===== src/rtl/hamming_pkg.sv =====
// Shared constants and types for the Hamming(7,4) encoder.
// Codeword bit indices are 0-based; positional weights are index+1.
package hamming_pkg;

    localparam int DATA_W = 4;
    localparam int CODE_W = 7;

    // Parity bit locations within the codeword.
    localparam int P1_POS = 0;
    localparam int P2_POS = 1;
    localparam int P4_POS = 3;

    // Data bit locations within the codeword.
    localparam int D0_POS = 2;
    localparam int D1_POS = 4;
    localparam int D2_POS = 5;
    localparam int D3_POS = 6;

    typedef enum logic [1:0] {
        ST_IDLE    = 2'd0,
        ST_ENCODE  = 2'd1,
        ST_SEND    = 2'd2,
        ST_BACKOFF = 2'd3
    } state_t;

endpackage


===== src/rtl/hamming_parity_gen.sv =====
// Combinational Hamming(7,4) codeword builder: places data bits and
// computes the three even-parity bits.
module hamming_parity_gen
    import hamming_pkg::*;
(
    input  logic [DATA_W-1:0] data,
    output logic [CODE_W-1:0] code
);

    // Scatter data bits and compute parity over their covered positions.
    always_comb begin
        code         = '0;
        code[D0_POS] = data[0];
        code[D1_POS] = data[1];
        code[D2_POS] = data[2];
        code[D3_POS] = data[3];
        code[P1_POS] = data[0] ^ data[1] ^ data[3];
        code[P2_POS] = data[0] ^ data[2] ^ data[3];
        code[P4_POS] = data[1] ^ data[2] ^ data[3];
    end

endmodule


===== src/rtl/hamming_encoder.sv =====
// Hamming(7,4) encoder with a fixed forward latency (FL) and a post-send
// backoff (BL). One word in flight at a time.
// Optional build macro HAM_ERR_INJECT_EN adds inj_en/inj_pos, which flip
// one bit of the registered codeword at accept time.
//
// state      | meaning
// -----------+-------------------------------------------------
// ST_IDLE    | in_ready=1, waiting for a word
// ST_ENCODE  | counting down FL cycles before presenting output
// ST_SEND    | out_valid=1, holding codeword until out_ready
// ST_BACKOFF | counting down BL cycles before accepting again
module hamming_encoder
    import hamming_pkg::*;
#(
    parameter int FL = 4,
    parameter int BL = 6
) (
    input  logic              clk,
    input  logic              reset,
    input  logic              in_valid,
    output logic              in_ready,
    input  logic [DATA_W-1:0] in_data,
    output logic              out_valid,
    input  logic              out_ready,
    output logic [CODE_W-1:0] out_data,
`ifdef HAM_ERR_INJECT_EN
    input  logic              inj_en,
    input  logic [2:0]        inj_pos,
`endif
    output logic [7:0]        sent_count
);

    localparam logic [3:0] FL_CNT = 4'(FL);
    localparam logic [3:0] BL_CNT = 4'(BL);

    state_t              state;
    state_t              state_nxt;
    logic [3:0]          count;
    logic [3:0]          count_nxt;
    logic [CODE_W-1:0]   code_gen;
    logic [CODE_W-1:0]   code_load;
    logic [CODE_W-1:0]   code_q;
    logic [7:0]          sent_q;
    logic                accept;
    logic                handshake;

    hamming_parity_gen u_parity_gen (
        .data (in_data),
        .code (code_gen)
    );

`ifdef HAM_ERR_INJECT_EN
    // Optionally invert one codeword bit (1-based position) before it is stored.
    always_comb begin
        code_load = code_gen;
        if (inj_en && (inj_pos != 3'd0)) begin
            code_load[inj_pos - 3'd1] = ~code_gen[inj_pos - 3'd1];
        end
    end
`else
    assign code_load = code_gen;
`endif

    // Reset masks in_ready so nothing can look acceptable during reset.
    assign in_ready   = (state == ST_IDLE) && !reset;
    assign accept     = in_valid && in_ready;
    assign out_valid  = (state == ST_SEND);
    assign handshake  = out_valid && out_ready;
    assign out_data   = code_q;
    assign sent_count = sent_q;

    // Next-state and down-counter logic; terminal count is 1 so a phase of N
    // cycles is loaded with N.
    always_comb begin
        state_nxt = state;
        count_nxt = count;
        case (state)
            ST_IDLE: begin
                if (accept) begin
                    if (FL_CNT == 4'd0) begin
                        state_nxt = ST_SEND;
                        count_nxt = 4'd0;
                    end else begin
                        state_nxt = ST_ENCODE;
                        count_nxt = FL_CNT;
                    end
                end
            end
            ST_ENCODE: begin
                if (count <= 4'd1) begin
                    state_nxt = ST_SEND;
                    count_nxt = 4'd0;
                end else begin
                    count_nxt = count - 4'd1;
                end
            end
            ST_SEND: begin
                if (out_ready) begin
                    if (BL_CNT == 4'd0) begin
                        state_nxt = ST_IDLE;
                        count_nxt = 4'd0;
                    end else begin
                        state_nxt = ST_BACKOFF;
                        count_nxt = BL_CNT;
                    end
                end
            end
            ST_BACKOFF: begin
                if (count <= 4'd1) begin
                    state_nxt = ST_IDLE;
                    count_nxt = 4'd0;
                end else begin
                    count_nxt = count - 4'd1;
                end
            end
            default: begin
                state_nxt = ST_IDLE;
                count_nxt = 4'd0;
            end
        endcase
    end

    // State, counter, codeword and handshake counter registers.
    always_ff @(posedge clk) begin
        if (reset) begin
            state  <= ST_IDLE;
            count  <= 4'd0;
            code_q <= '0;
            sent_q <= 8'd0;
        end else begin
            state <= state_nxt;
            count <= count_nxt;
            if (accept) begin
                code_q <= code_load;
            end
            if (handshake) begin
                sent_q <= sent_q + 8'd1;
            end
        end
    end

endmodule


===== config.mk =====
export PLATFORM = sky130hd
export DESIGN_NAME = hamming_encoder
export DESIGN_NICKNAME = d
export VERILOG_FILES = /design/src/rtl/hamming_pkg.sv /design/src/rtl/hamming_parity_gen.sv /design/src/rtl/hamming_encoder.sv
export SDC_FILE = /design/constraint.sdc
export NUM_CORES = 1
export LEC_CHECK = 0
export ABC_CLOCK_PERIOD_IN_PS = 1800
export CAP_MARGIN = 20
export CORE_MARGIN = 5
export CORE_UTILIZATION = 50
export CTS_BUF_LIST = sky130_fd_sc_hd__clkbuf_4
export CTS_CLUSTER_DIAMETER = 150
export DETAILED_ROUTE_END_ITERATION = 6
export DONT_BUFFER_PORTS = 1
export PLACE_DENSITY = 0.61
export SLEW_MARGIN = 15
export SYNTH_ARGS = -nofsm -noshare
export SYNTH_HDL_FRONTEND = slang
export SYNTH_SLANG_ARGS = --single-unit

===== constraint.sdc =====
create_clock -name clk -period 1.8 [get_ports clk]
set_input_delay 0.18 -clock clk [delete_from_list [all_inputs] [get_ports clk]]
set_output_delay 0.18 -clock clk [all_outputs]
set_load 0.03 [all_outputs]

==> results of run 1 <==
[cell families after synthesis]
logic type                 Yosys count
and+or+nand+nor                     45
adders and majority gates            8
muxes                                1
AOI/OAI and AO/OA                   24
DFF                                 21
xor gates and xnor gates            10
buffers and inverters               16
[state kept, by name (all words and copies together), names as in the netlist]
name,flops
count,4
sent_count,8
state,2
out_data,7
[worst max-delay path, stage by stage, from the launching register on]
cell and delay (ns):
dfxtp_4 0.38, inv_1 0.04, ha_1 0.21, or2_1 0.27
a21oi_2 0.15, or3b_4 0.39, o31ai_2 0.16
[per-layer routing]
metal  track usage [%]  vias up
li1                  -      448
met1              14.3      390
met2              21.2       17
met3              5.80        0
met4              2.03        0
met5                 0        -
[cells in the mapped netlist]
cell,n,area (um^2)
nor3_1,3,15.0
a31o_2,3,26.3
nor2_1,14,52.6
nand2b_1,1,6.26
a21oi_1,4,20.0
or3b_1,1,8.76
xor2_1,3,26.3
mux2i_1,1,10.0
nand2_1,8,30.0
nor2b_1,1,6.26
nand3b_1,1,7.51
clkbuf_1,3,11.3
nor4_1,1,6.26
a211oi_1,3,22.5
a22o_4,1,17.5
o211a_1,1,10.0
ha_1,8,100
xnor2_1,7,61.3
or3_1,3,18.8
o31ai_1,1,7.51
a31oi_1,1,6.26
o21bai_1,1,7.51
or2_1,1,6.26
nand4_1,1,6.26
a2111oi_0,1,8.76
nor4b_1,1,8.76
nand3_1,9,45.0
dfxtp_1,21,420
o21ai_0,8,40.0
inv_1,13,48.8
[power breakdown]
part	leakage (nW)	internal (mW)	switching, mW
logic	0.308	0.277	0.350
registers	0.172	0.550	0.127
clock network	0.0177	0.0828	0.134
total	0.498	0.910	0.612
[worst paths after layout]
path,from,to,slack [ns],depth (start not counted)
max,count[0]$_SDFFE_PP0P_,count[0]$_SDFFE_PP0P_,0.11,6
min,in_data[1],out_data[4]$_SDFFE_PP0P_,0.02,2
max reg2reg,count[0]$_SDFFE_PP0P_,count[0]$_SDFFE_PP0P_,0.11,6
min reg2reg,count[0]$_SDFFE_PP0P_,count[0]$_SDFFE_PP0P_,0.47,1
[cell type report]
type | count | share of cell area (%)
multi-input cells | 88 | 48.6
well taps | 27 | 2.76
flip-flops and latches | 21 | 34.7
repair buffers | 12 | 7.76
inverters | 13 | 3.98
clock buffers | 3 | 1.84
clock inverters | 1 | 0.408
[metrics by stage]
step	utilization, %	hold slack, ns	std cells
finish	61.3	0.0191	165
global route	61.3	0.00358	165
CTS	59.9	0.000404	164
detailed placement	58.1	0.254	159
global placement	58.1	0.251	159
floorplan	-	0.280	125
[what timing repair did]
item                                    in CTS  in global routing
hold buffers                                 1                  1
endpoints found under the hold margin       11                  1
resized for setup                            0                  6
endpoints found under the setup margin       0                  2
==> impl_metrics.py, run 1 <==
metrics = {
    "clock_network": {
        "cts_buffers": 3,
        "cts_max_level": 1,
        "cts_root_buf": "clkbuf_4",
        "post-cts-setup-buffer-count": 0,
        "clock_sinks": 21,
        "cts.clk_slew.worst_paths_ns": 0.11,
        "insertion_delay_ns": 0.30,
        "cts_tree": "yes",
        "cts_buffer_depth": 2,
    },
    "global_routing": {
        "grt_usage_pct": 12.4,
        "grt_pass1_vias": 773,
        "antenna_found_initial": 0,
        "grt_overflow": 0,
        "grt_pass1_wl_um": 3210,
        "grt_max_degree": 15,
    },
    "placement": {
        "hpwlAfterDp_um": 1510,
        "pre_cts_slack_ns": 0.0915,
        "place_area_um2": 1160,
        "portBuffers": 0,
        "place_congestion": 0.731,
    },
    "sta": {
        "timing.final.ws_setup_ns": 0.114,
        "period_share_pct": 93.7,
        "fin_setup_tns_ns": 0,
        "hold_violations": 0,
        "clock_skew_ns": 0.00490,
        "relSlewSlack_pct": 69.8,
        "slew_violations": 0,
        "finalSetupViolCount": 0,
        "worst_pin_slew_ns": 0.452,
        "period_minus_slack_ns": 1.69,
        "fmax_mhz": 593,
    },
    "finish": {
        "multi_input_area_um2": 596,
        "layout_common_cells": "dfxtp_1, nor2_1, inv_1",
        "fillers": 206,
        "layout_commonest_cell": "dfxtp_1",
        "drive_gt1_share_pct": 17.4,
        "nNetsFinal": 155,
        "finish.instance_area_um2": 1230,
        "seqCellArea_um2": 425,
        "diodes": 0,
        "synthToLayoutAreaGrowth_pct": 15.4,
    },
    "route": {
        "avgRoutedWirePerCell_um": 12.3,
        "avgViaCountPerCell": 5.18,
        "drcViolationCount": 0,
        "drt-initial-drc-count": 11,
        "wl_met1_um": 896,
        "highest_layer": "met3",
        "routed_wl_um": 2030,
        "wl_met3_um": 131,
        "wl_met2_um": 1000,
        "vias": 855,
        "ant_nets": 0,
        "first_pass_iters": 2,
    },
    "yosys": {
        "syn_inst": 125,
        "syn-cell-area_um2": 1060,
        "ys_warn_count": 0,
        "synth-simple-area-share_pct": 20.5,
        "synth_top_family_by_area": "simple AND/OR/NAND/NOR gates",
        "synth_area_per_cell_um2": 8.50,
        "syn_nets": 141,
        "ys_seq_area_share_pct": 39.6,
        "synth_xor_area_share_pct": 8.24,
        "muxShareOfSynthArea_pct": 0.942,
        "synth_compound_area_share_pct": 15.7,
        "yosys.area_share.adder_pct": 9.42,
        "synth-seq-cells": 21,
        "ys_types": 30,
    },
    "floorplan": {
        "rows": 16,
        "die_h_um": 56.1,
        "start_util_pct": 53.1,
        "dieArea_um2": 3150,
        "io_pins": 25,
        "coreArea_um2": 2000,
        "dieWidth_um": 56.1,
    },
    "job": {
        "cap_violations": 0,
    },
    "worst_setup_path": {
        "cp.required_ns": 2.02,
        "worstPathArrival_ns": 1.90,
        "criticalPathCategory": "register to register",
        "start_kind": "register",
        "crit_path_end_kind": "register",
        "crit_fanout": 5,
    },
    "power_and_ir_drop": {
        "p_total_mw": 1.52,
        "ir_drop_v": 0.000728,
        "leakagePower_nw": 0.498,
        "powerDensity_nw_per_um2": 1240,
    },
    "run_status": {
        "status": "finished, final reports clean",
    },
    "hold_path": {
        "hold_class": "primary input to register",
    },
}
Power figures use the tool's default switching activity.
==> inputs of run 2 (changes only) <==
--- a/config.mk
+++ b/config.mk
@@ -9,7 +9,6 @@
 export CAP_MARGIN = 20
 export CORE_MARGIN = 5
 export CORE_UTILIZATION = 50
-export CTS_BUF_LIST = sky130_fd_sc_hd__clkbuf_4
 export CTS_CLUSTER_DIAMETER = 150
 export DETAILED_ROUTE_END_ITERATION = 6
 export DONT_BUFFER_PORTS = 1
==> results of run 2 <==
Same layout as run 1: the final DEF is identical, and so are final timing and power.
==> inputs of run 3 (changes only) <==
--- a/config.mk
+++ b/config.mk
@@ -8,11 +8,11 @@
 export ABC_CLOCK_PERIOD_IN_PS = 1800
 export CAP_MARGIN = 20
 export CORE_MARGIN = 5
-export CORE_UTILIZATION = 50
+export CORE_UTILIZATION = 60
 export CTS_CLUSTER_DIAMETER = 150
 export DETAILED_ROUTE_END_ITERATION = 6
 export DONT_BUFFER_PORTS = 1
-export PLACE_DENSITY = 0.61
+export PLACE_DENSITY = 0.72
 export SLEW_MARGIN = 15
 export SYNTH_ARGS = -nofsm -noshare
 export SYNTH_HDL_FRONTEND = slang
==> run 3 against run 2 <==
Setup slack worse by 0.081 ns. Total power grew 4.2%. Register-to-register slack worse by 0.08 ns. Combinational power is 8.3% higher. Global-route usage rose by 5.7 points. Clock power increased by 5%. Via count is 5.8% higher. Count of clock-buffer cells in the layout is the same. Highest routed layer is now met4.
==> impl_metrics.py, run 3 (synthesis gave the netlist of run 1 again) <==
metrics = {
    "placement": {
        "dp_cells": 156,
        "place_congestion": 0.814,
        "hpwlAfterDp_um": 1570,
        "pre_cts_slack_ns": 0.0236,
        "portBuffers": 0,
        "place_area_um2": 1150,
    },
    "worst_setup_path": {
        "timing.rr.start": "count[0]$_SDFFE_PP0P_",
        "criticalPathCategory": "register to register",
        "start_kind": "register",
        "crit_path_end_kind": "register",
        "crit_buf_inv": 1,
        "startpoint": "count[0]$_SDFFE_PP0P_",
        "crit_fanout": 5,
        "crit_family": "simple AND/OR/NAND/NOR gates",
        "cp_cell_sequence": "inv_1, ha_2, or2_4, a21oi_4, or3b_4, o31ai_2",
        "crit_slowest_cell": "dfxtp_4",
        "worstPathArrival_ns": 1.99,
        "cpPeakStageDelay_ns": 0.40,
        "cp.required_ns": 2.02,
    },
    "hold_path": {
        "hold_class": "primary input to register",
        "hp-start": "out_ready",
    },
    "sta": {
        "period_minus_slack_ns": 1.77,
        "worst_pin_slew_ns": 0.424,
        "relSlewSlack_pct": 71.0,
        "slew_violations": 0,
        "finalSetupViolCount": 0,
        "period_share_pct": 98.2,
        "fin_setup_tns_ns": 0,
        "timing.final.ws_setup_ns": 0.0330,
        "hold_violations": 0,
        "clock_skew_ns": 0.00382,
        "fmax_mhz": 566,
    },
    "global_routing": {
        "grt_pass1_vias": 862,
        "grt_max_degree": 15,
        "antenna_found_initial": 0,
        "grt_use_met1_pct": 19.6,
        "grtUsageMet2_pct": 32.0,
        "grt_usage_pct": 18.1,
        "grt_use_met3_pct": 6.30,
        "grt_overflow": 0,
        "grt_pass1_wl_um": 3610,
        "grt.busiest_layer": "met2",
    },
    "floorplan": {
        "die_h_um": 52.1,
        "dieWidth_um": 52.1,
        "io_pins": 25,
        "rows": 15,
        "dieArea_um2": 2710,
        "coreArea_um2": 1710,
        "start_util_pct": 62.2,
    },
    "route": {
        "avgViaCountPerCell": 5.52,
        "first_pass_iters": 4,
        "avgRoutedWirePerCell_um": 14.1,
        "ant_nets": 0,
        "drt-initial-drc-count": 26,
        "drcViolationCount": 0,
        "routed_wl_um": 2310,
        "vias": 905,
    },
    "run_status": {
        "status": "finished, final reports clean",
    },
    "finish": {
        "fillers": 119,
        "layout_commonest_cell": "dfxtp_1",
        "finish.instance_area_um2": 1260,
        "layout_common_cells": "dfxtp_1, nor2_1, inv_1",
        "nNetsFinal": 156,
        "synthToLayoutAreaGrowth_pct": 18.5,
        "final_cells": 164,
        "drive_gt1_share_pct": 19.4,
        "largest_register_ffs": 8,
        "diodes": 0,
    },
    "power_and_ir_drop": {
        "powerDensity_nw_per_um2": 1260,
        "ir_drop_v": 0.000862,
        "p_total_mw": 1.59,
        "leakagePower_nw": 0.505,
    },
    "clock_network": {
        "clock_sinks": 21,
        "cts_tree": "yes",
        "cts_max_level": 1,
        "cts.clk_slew.worst_paths_ns": 0.12,
        "cts_root_buf": "clkbuf_4",
        "insertion_delay_ns": 0.30,
        "cts_buffer_depth": 2,
        "cts_buffers": 3,
    },
    "job": {
        "cap_violations": 0,
    },
}
==> run 3: cell count changes in the layout (fill, tap and decap cells not counted) <==
cell           delta
or2_1             -1
dlygate4sd3_1     +1
a21oi_2           -1
ha_1              -2
ha_4              +1
a21oi_4           +1
ha_2              +1
or2_4             +1
==> run 3: layer usage <==
| layer | up-vias | part of all wire, % |
|---|---|---|
| met5 | - | 0 |
| li1 | 453 | - |
| met4 | 0 | 0.56 |
| met2 | 29 | 52 |
| met1 | 421 | 41 |
| met3 | 2 | 7.2 |
==> run 3: report_power, final <==
| part | internal (mW) | switching (mW) |
|---|---|---|
| logic | 0.289 | 0.391 |
| clock network | 0.0829 | 0.144 |
| registers | 0.551 | 0.129 |
| total | 0.923 | 0.664 |
==> run 3: worst register-to-register path, stage by stage (launching register included) <==
cell and delay, ns:
dfxtp_4 0.40, inv_1 0.07, ha_2 0.20, or2_4 0.25
a21oi_4 0.14, or3b_4 0.40, o31ai_2 0.23
==> run 3: final timing paths <==
path                           endpoint  slack (ns)  cells after the start
max               count[0]$_SDFFE_PP0P_        0.03                      6
min          sent_count[1]$_SDFFE_PP0P_        0.02                      2
max reg2reg       count[0]$_SDFFE_PP0P_        0.03                      6
min reg2reg  sent_count[1]$_SDFFE_PP0P_        0.50                      2
==> run 3: final cells by class <==
class	count	area, um^2	share of cell area, %
inverters	13	48.8	3.88
flip-flops and latches	21	425	33.8
well taps	25	31.3	2.49
clock inverters	1	5.00	0.398
clock buffers	3	22.5	1.79
multi-input cells	88	621	49.3
repair buffers	13	105	8.35
==> run 3: timing repair <==
| item | 4_1_cts | 5_1_grt |
|---|---|---|
| hold endpoints to repair | 11 | 2 |
| gates resized for setup | 1 | 10 |
| gates cloned | 0 | 0 |
| hold buffers | 1 | 2 |
| setup endpoints to repair | 1 | 2 |
| pin swaps | 0 | 3 |
| buffers inserted | 0 | 2 |
==> run 3: through the flow <==
step                      hold slack [ns]  util, %
after floorplan                     0.280        -
after global placement              0.252     67.5
after detailed placement            0.256     67.5
after CTS                         0.00713     69.7
after global routing               0.0143     73.7
final                              0.0212     73.7
